**config.mk**
```make
export PLATFORM = sky130hd
export DESIGN_NAME = instr_fetch_unit
export DESIGN_NICKNAME = d
export VERILOG_FILES = /design/src/rtl/cpu_pkg.sv /design/src/rtl/fetch_skid_buf.sv /design/src/rtl/instr_fetch_unit.sv
export SDC_FILE = /design/constraint.sdc
export NUM_CORES = 1
export LEC_CHECK = 0
export BUFFER_PORTS_ARGS = -buffer_cell sky130_fd_sc_hd__buf_4
export CAP_MARGIN = 25
export CORE_UTILIZATION = 47
export CTS_BUF_LIST = sky130_fd_sc_hd__clkbuf_4
export DETAILED_ROUTE_END_ITERATION = 6
export PLACE_DENSITY_LB_ADDON = 0.12
export SLEW_MARGIN = 25
export SYNTH_ARGS = -nofsm -noshare
export SYNTH_HDL_FRONTEND = slang
export SYNTH_HIERARCHICAL = 1
export SYNTH_SLANG_ARGS = --single-unit
```
**constraint.sdc**
```tcl
create_clock -name clk_i -period 2.9 [get_ports clk_i]
set_clock_uncertainty 0.05 [all_clocks]
set_input_delay 0.58 -clock clk_i [delete_from_list [all_inputs] [get_ports clk_i]]
set_output_delay 0.58 -clock clk_i [all_outputs]
set_load 0.05 [all_outputs]
```
**src/rtl/cpu_pkg.sv**
```systemverilog
// Shared CPU definitions used by the fetch stage.
//   INSTR_W           : instruction word width
//   OP_MSB / OP_LSB   : bit range of the opcode field inside an instruction
//   DEFAULT_RESET_PC  : default first fetch address after reset
//   fetch_state_t     : fetch FSM states
package cpu_pkg;

    localparam int INSTR_W = 32;
    localparam int OP_MSB  = 31;
    localparam int OP_LSB  = 26;

    localparam logic [31:0] DEFAULT_RESET_PC = 32'h0000_0000;

    typedef enum logic {
        BOOT = 1'b0,
        RUN  = 1'b1
    } fetch_state_t;

endpackage : cpu_pkg

```
**src/rtl/fetch_skid_buf.sv**
```systemverilog
// One-entry skid buffer holding an instruction and its PC+4.
// Ports:
//   clk_i, rst_i         : clock, asynchronous active-low reset
//   push_i               : capture instr_i / pc_plus4_i (only when empty)
//   pop_i                : release the held entry
//   flush_i              : discard the held entry (wins over push/pop)
//   instr_i, pc_plus4_i  : payload to capture
//   full_o               : entry valid
//   instr_o, pc_plus4_o  : held payload
module fetch_skid_buf
    import cpu_pkg::*;
#(
    parameter int ADDR_W = 32
) (
    input  logic               clk_i,
    input  logic               rst_i,
    input  logic               push_i,
    input  logic               pop_i,
    input  logic               flush_i,
    input  logic [INSTR_W-1:0] instr_i,
    input  logic [ADDR_W-1:0]  pc_plus4_i,
    output logic               full_o,
    output logic [INSTR_W-1:0] instr_o,
    output logic [ADDR_W-1:0]  pc_plus4_o
);

    logic               full_q,     full_d;
    logic [INSTR_W-1:0] instr_q,    instr_d;
    logic [ADDR_W-1:0]  pc_plus4_q, pc_plus4_d;

    // Next-state: flush beats push, push beats pop.
    always_comb begin
        full_d     = full_q;
        instr_d    = instr_q;
        pc_plus4_d = pc_plus4_q;
        if (flush_i) begin
            full_d = 1'b0;
        end else if (push_i) begin
            full_d     = 1'b1;
            instr_d    = instr_i;
            pc_plus4_d = pc_plus4_i;
        end else if (pop_i) begin
            full_d = 1'b0;
        end else begin
            full_d = full_q;
        end
    end

    // Entry storage.
    always_ff @(posedge clk_i or negedge rst_i) begin
        if (!rst_i) begin
            full_q     <= 1'b0;
            instr_q    <= {INSTR_W{1'b0}};
            pc_plus4_q <= {ADDR_W{1'b0}};
        end else begin
            full_q     <= full_d;
            instr_q    <= instr_d;
            pc_plus4_q <= pc_plus4_d;
        end
    end

    assign full_o     = full_q;
    assign instr_o    = instr_q;
    assign pc_plus4_o = pc_plus4_q;

endmodule : fetch_skid_buf

```
**src/rtl/instr_fetch_unit.sv**
```systemverilog
// Instruction fetch stage: owns the PC, reads a synchronous instruction
// memory (one-cycle latency) and hands instruction / opcode / PC+4 to decode
// over a valid/stall handshake. Branch/jump redirects flush and refetch.
// Ports:
//   clk_i, rst_i                 : clock, asynchronous active-low reset
//   imem_req_o, imem_addr_o      : memory read request and word address
//   imem_instr_i                 : read data, valid the cycle after a request
//   redirect_i, redirect_pc_i    : taken branch/jump and its target
//   stall_i                      : decode cannot accept this cycle
//   valid_o, instr_o, instr_op_o, pc_plus4_o : payload to decode
module instr_fetch_unit
    import cpu_pkg::*;
#(
    parameter int                ADDR_W   = 32,
    parameter logic [ADDR_W-1:0] RESET_PC = ADDR_W'(DEFAULT_RESET_PC)
) (
    input  logic                     clk_i,
    input  logic                     rst_i,
    output logic                     imem_req_o,
    output logic [ADDR_W-1:0]        imem_addr_o,
    input  logic [INSTR_W-1:0]       imem_instr_i,
    input  logic                     redirect_i,
    input  logic [ADDR_W-1:0]        redirect_pc_i,
    input  logic                     stall_i,
    output logic                     valid_o,
    output logic [INSTR_W-1:0]       instr_o,
    output logic [OP_MSB-OP_LSB:0]   instr_op_o,
    output logic [ADDR_W-1:0]        pc_plus4_o
);

    localparam logic [ADDR_W-1:0] FOUR       = {{(ADDR_W-3){1'b0}}, 3'd4};
    localparam logic [ADDR_W-1:0] ALIGN_MASK = {{(ADDR_W-2){1'b1}}, 2'b00};

    fetch_state_t       state_q, state_d;
    logic [ADDR_W-1:0]  pc_q, pc_d;
    logic               inflight_q, inflight_d;
    logic [ADDR_W-1:0]  inflight_pc_q, inflight_pc_d;
    logic               valid_q, valid_d;
    logic [INSTR_W-1:0] instr_q, instr_d;
    logic [ADDR_W-1:0]  pc_plus4_q, pc_plus4_d;

    logic               hold_s;
    logic               req_s;
    logic               skid_push_s;
    logic               skid_pop_s;
    logic               skid_full_s;
    logic [INSTR_W-1:0] skid_instr_s;
    logic [ADDR_W-1:0]  skid_pc_plus4_s;
    logic [ADDR_W-1:0]  resp_pc_plus4_s;

    fetch_skid_buf #(
        .ADDR_W (ADDR_W)
    ) u_skid (
        .clk_i      (clk_i),
        .rst_i      (rst_i),
        .push_i     (skid_push_s),
        .pop_i      (skid_pop_s),
        .flush_i    (redirect_i),
        .instr_i    (imem_instr_i),
        .pc_plus4_i (resp_pc_plus4_s),
        .full_o     (skid_full_s),
        .instr_o    (skid_instr_s),
        .pc_plus4_o (skid_pc_plus4_s)
    );

    // FSM next state: BOOT lasts exactly one cycle.
    always_comb begin
        state_d = state_q;
        case (state_q)
            BOOT:    state_d = RUN;
            RUN:     state_d = RUN;
            default: state_d = BOOT;
        endcase
    end

    // Request rule, PC update, skid control and output register load.
    always_comb begin
        hold_s          = valid_q & stall_i;
        // A held output with a response already arriving fills the skid, so
        // no new request may be launched behind it.
        req_s           = (state_q == RUN) & ~redirect_i & ~skid_full_s
                          & ~(hold_s & inflight_q);
        resp_pc_plus4_s = inflight_pc_q + FOUR;
        skid_push_s     = ~redirect_i & hold_s & inflight_q;
        skid_pop_s      = ~redirect_i & ~hold_s & skid_full_s;

        pc_d          = pc_q;
        inflight_d    = 1'b0;
        inflight_pc_d = inflight_pc_q;
        valid_d       = valid_q;
        instr_d       = instr_q;
        pc_plus4_d    = pc_plus4_q;

        if (redirect_i) begin
            // Any response arriving now is stale and simply dropped.
            pc_d    = redirect_pc_i & ALIGN_MASK;
            valid_d = 1'b0;
        end else begin
            if (req_s) begin
                pc_d          = pc_q + FOUR;
                inflight_d    = 1'b1;
                inflight_pc_d = pc_q;
            end else begin
                inflight_d = 1'b0;
            end

            if (!hold_s) begin
                if (skid_full_s) begin
                    valid_d    = 1'b1;
                    instr_d    = skid_instr_s;
                    pc_plus4_d = skid_pc_plus4_s;
                end else if (inflight_q) begin
                    valid_d    = 1'b1;
                    instr_d    = imem_instr_i;
                    pc_plus4_d = resp_pc_plus4_s;
                end else begin
                    valid_d = 1'b0;
                end
            end else begin
                valid_d = valid_q;
            end
        end
    end

    // State, PC, in-flight tracking and output register.
    always_ff @(posedge clk_i or negedge rst_i) begin
        if (!rst_i) begin
            state_q       <= BOOT;
            pc_q          <= RESET_PC;
            inflight_q    <= 1'b0;
            inflight_pc_q <= {ADDR_W{1'b0}};
            valid_q       <= 1'b0;
            instr_q       <= {INSTR_W{1'b0}};
            pc_plus4_q    <= {ADDR_W{1'b0}};
        end else begin
            state_q       <= state_d;
            pc_q          <= pc_d;
            inflight_q    <= inflight_d;
            inflight_pc_q <= inflight_pc_d;
            valid_q       <= valid_d;
            instr_q       <= instr_d;
            pc_plus4_q    <= pc_plus4_d;
        end
    end

    assign imem_req_o  = req_s;
    assign imem_addr_o = pc_q;
    assign valid_o     = valid_q;
    assign instr_o     = instr_q;
    assign instr_op_o  = instr_q[OP_MSB:OP_LSB];
    assign pc_plus4_o  = pc_plus4_q;

endmodule : instr_fetch_unit

```
==> reports/metrics.cfg <==
[timing]
slew_violations = 0
timing.setup.tns_ps = 0
hold_viol = 0
grt_setup_unrepaired = false
worstMarginPinSlew_ps = 1050
period_minus_slack_ps = 2760
setup_violations = 0
relSlewSlack_pct = 30.2
fmax_mhz = 362
period_share_pct = 95.2

[synthesis]
post-synth-top-area-fraction_pct = 50.5
ys_warn_count = 6
syn_inst = 897
synth.area.top_cells = dfrtp_1, mux2_4, nand2_1
ys_ff_latch = 192
synth_flop_cell = dfrtp_1
yosysUniqueCellTypes = 61
syn_area_per_cell_um2 = 10.6
ys_async_sr_fraction_pct = 100
yosysTopAreaCell = dfrtp_1
synth-edff-count = 0
syn-cell-area_um2 = 9520
seq_area_frac_synth_pct = 50.5

[clock_network]
clock_sinks = 192
clk_pin_slew_ps = 160
clk-insertion-delay-late_ps = 590
clockRootBuffer = clkbuf_4
cts_buffers = 17
cts_tree = yes
cts_setup_buffers = 0
cts_buffer_depth = 2
htreeDepth = 4

[place]
finalWeightedCongestion = 0.849
dp_hpwl_um = 15200
portBuffers = 167

[critical_path]
cp_max_fo = 10
reg2reg_slack_ps = 510
reg2reg_to = pc_plus4_o[27]
r2r_start = inflight_pc_q[7]
cp.arrival_ps = 2130
worst_setup_path_start_kind = register
cp.required_ps = 2270
worstSetupPathType = register to output port
worst-r2r-cell-count = 5
worstSetupEndpointType = output port

[layout]
drive_above_1_share_pct = 29.6
nFillCells = 1752
seq_area_um2 = 4810
area_growth_pct = 18.3
multi_input_comb_area_um2 = 4300
final_common_cell = dfrtp_1
nets = 1122
final_cell_mix = dfrtp_1, buf_4, nand2_1
utilization_pct = 57.3

[detailed_routing]
drc = 0
viasPerCell = 5.38
ant_nets = 0
vias = 7164
routedWlPerCell_um = 16.5
wirelength_um = 21900
drt_iter0_drc = 392
first_pass_iters = 5

[global_route]
grt_max_degree = 75
grt_util_all_layers_pct = 22.0
antenna_found_initial = 1
grt_pass1_vias = 6700
grt_pass1_wl_um = 35600
overflow = 0

[floorplanning]
start_util_pct = 48.4
die_area_um2 = 20800
core-area_um2 = 19700
ios = 172
fp.dieW_um = 144
dieHeight_um = 144
rows = 51

[worst_hold_path]
worstHoldPathCells = 3
worst_hold_startpoint = redirect_pc_i[21]
holdPathEnd = imem_addr_o[21]
min_path_type = input port to register

[outcome]
outcome = finished, final reports clean

[power]
p_leak_nw = 5.24
vdd_drop_max_v = 0.000255
pwr_density_cell_nw_per_um2 = 624

[flow_run]
maxCapViolCount = 0

-- routing by layer --
| metal | wire, µm | track usage, % |
|---|---|---|
| met2 | 9640 | 33.1 |
| met3 | 1290 | 4.24 |
| met1 | 10800 | 32.2 |
| met4 | 243 | 5.82 |
| met5 | 0 | 0 |
-- sequential cells by signal, indices dropped and copies added (netlist names) --
register and cells:
inflight_pc_q 30, state_q 1, u_skid/pc_plus4_o 32, u_skid/full_o 1, inflight_q 1, pc_plus4_o 32
u_skid/instr_o 32, valid_o 1, imem_addr_o 30, instr_o 32
-- report_power, final --
group          total, W  switching [W]  internal, W
clock           0.00148       0.000957     0.000522
sequential      0.00339       0.000342      0.00305
combinational   0.00216        0.00141     0.000743
total           0.00703        0.00271      0.00432
-- synthesized netlist by cell type (5+ instances only) --
library cell  number
nor2_1            27
dfrtp_1          192
o21ai_0           75
buf_2              8
mux2_4            61
nand2_1          179
mux2i_1           40
nand4_1           11
clkbuf_1          32
a221o_1            8
o31a_1             6
nor4_1            12
xor2_1             7
nand3_1           36
buf_4              8
buf_12             7
a21oi_1           10
o311ai_0          14
or4_1              5
o211ai_1          14
nand2b_1           8
and3_1            13
o31ai_1            9
xnor2_1           11
or2_2             13
inv_1             13
nor3_1            11
-- timing repair --
item                                   in CTS  in global routing
resized for setup                           1                  0
hold buffers                                1                  0
setup endpoints to repair                   1                  0
endpoints found under the hold margin      41                  0
-- metrics by stage --
stage / instance area [µm²] / cells / hold slack [ps] / power [W] / worst slack [ps]
CTS: 11300 / 1330 / 91.7 / 0.00710 / 86.6
global route: 11300 / 1331 / 93.2 / 0.00739 / 34.3
finish: 11300 / 1331 / 138 / 0.00703 / 138
global placement: 11000 / 1297 / 413 / 0.00558 / 162
floorplan: 9530 / 900 / 234 / 0.00486 / 230
detailed placement: 11000 / 1297 / 417 / 0.00561 / 148
-- logic make-up (layout without fill, tap and decap cells) --
family                     Yosys count  after routing  synth area share, %
DFF                                192            192                 50.5
AOI/OAI and AO/OA                  157            157                 10.7
buffers and inverters               73            238                 4.61
and+or+nand+nor                    348            348                 17.9
muxes                              105            105                 14.3
adders and majority gates            2              2                0.263
xor gates and xnor gates            18             18                 1.66
other                                2              6               0.0789
-- cell type report --
class,instances,area share [%]
flip-flops and latches,192,42.7
multi-input cells,635,38.2
repair buffers,191,13.1
well taps,265,2.94
clock inverters,15,1.39
clock buffers,17,1.13
inverters,15,0.511
diodes,1,0.0222
-- critical path: stages (launching register included) --
cell and delay, ps:
dfrtp_4 540, or3b_1 410, or2_4 300, clkinv_2 110, buf_4 210
-- worst max path at each step --
stage	start	depth (start not counted)	to	slack [ps]
2_1_floorplan	redirect_i	7	imem_req_o	230
3_3_place_gp	redirect_i	8	imem_addr_o[7]	160
3_5_place_dp	redirect_i	8	imem_addr_o[11]	150
4_1_cts	u_skid/full_o	4	imem_req_o	90
5_1_grt	u_skid/full_o	4	imem_req_o	30
6_report	u_skid/full_o	4	imem_req_o	140
No activity file was read; power rests on OpenSTA's default activity.
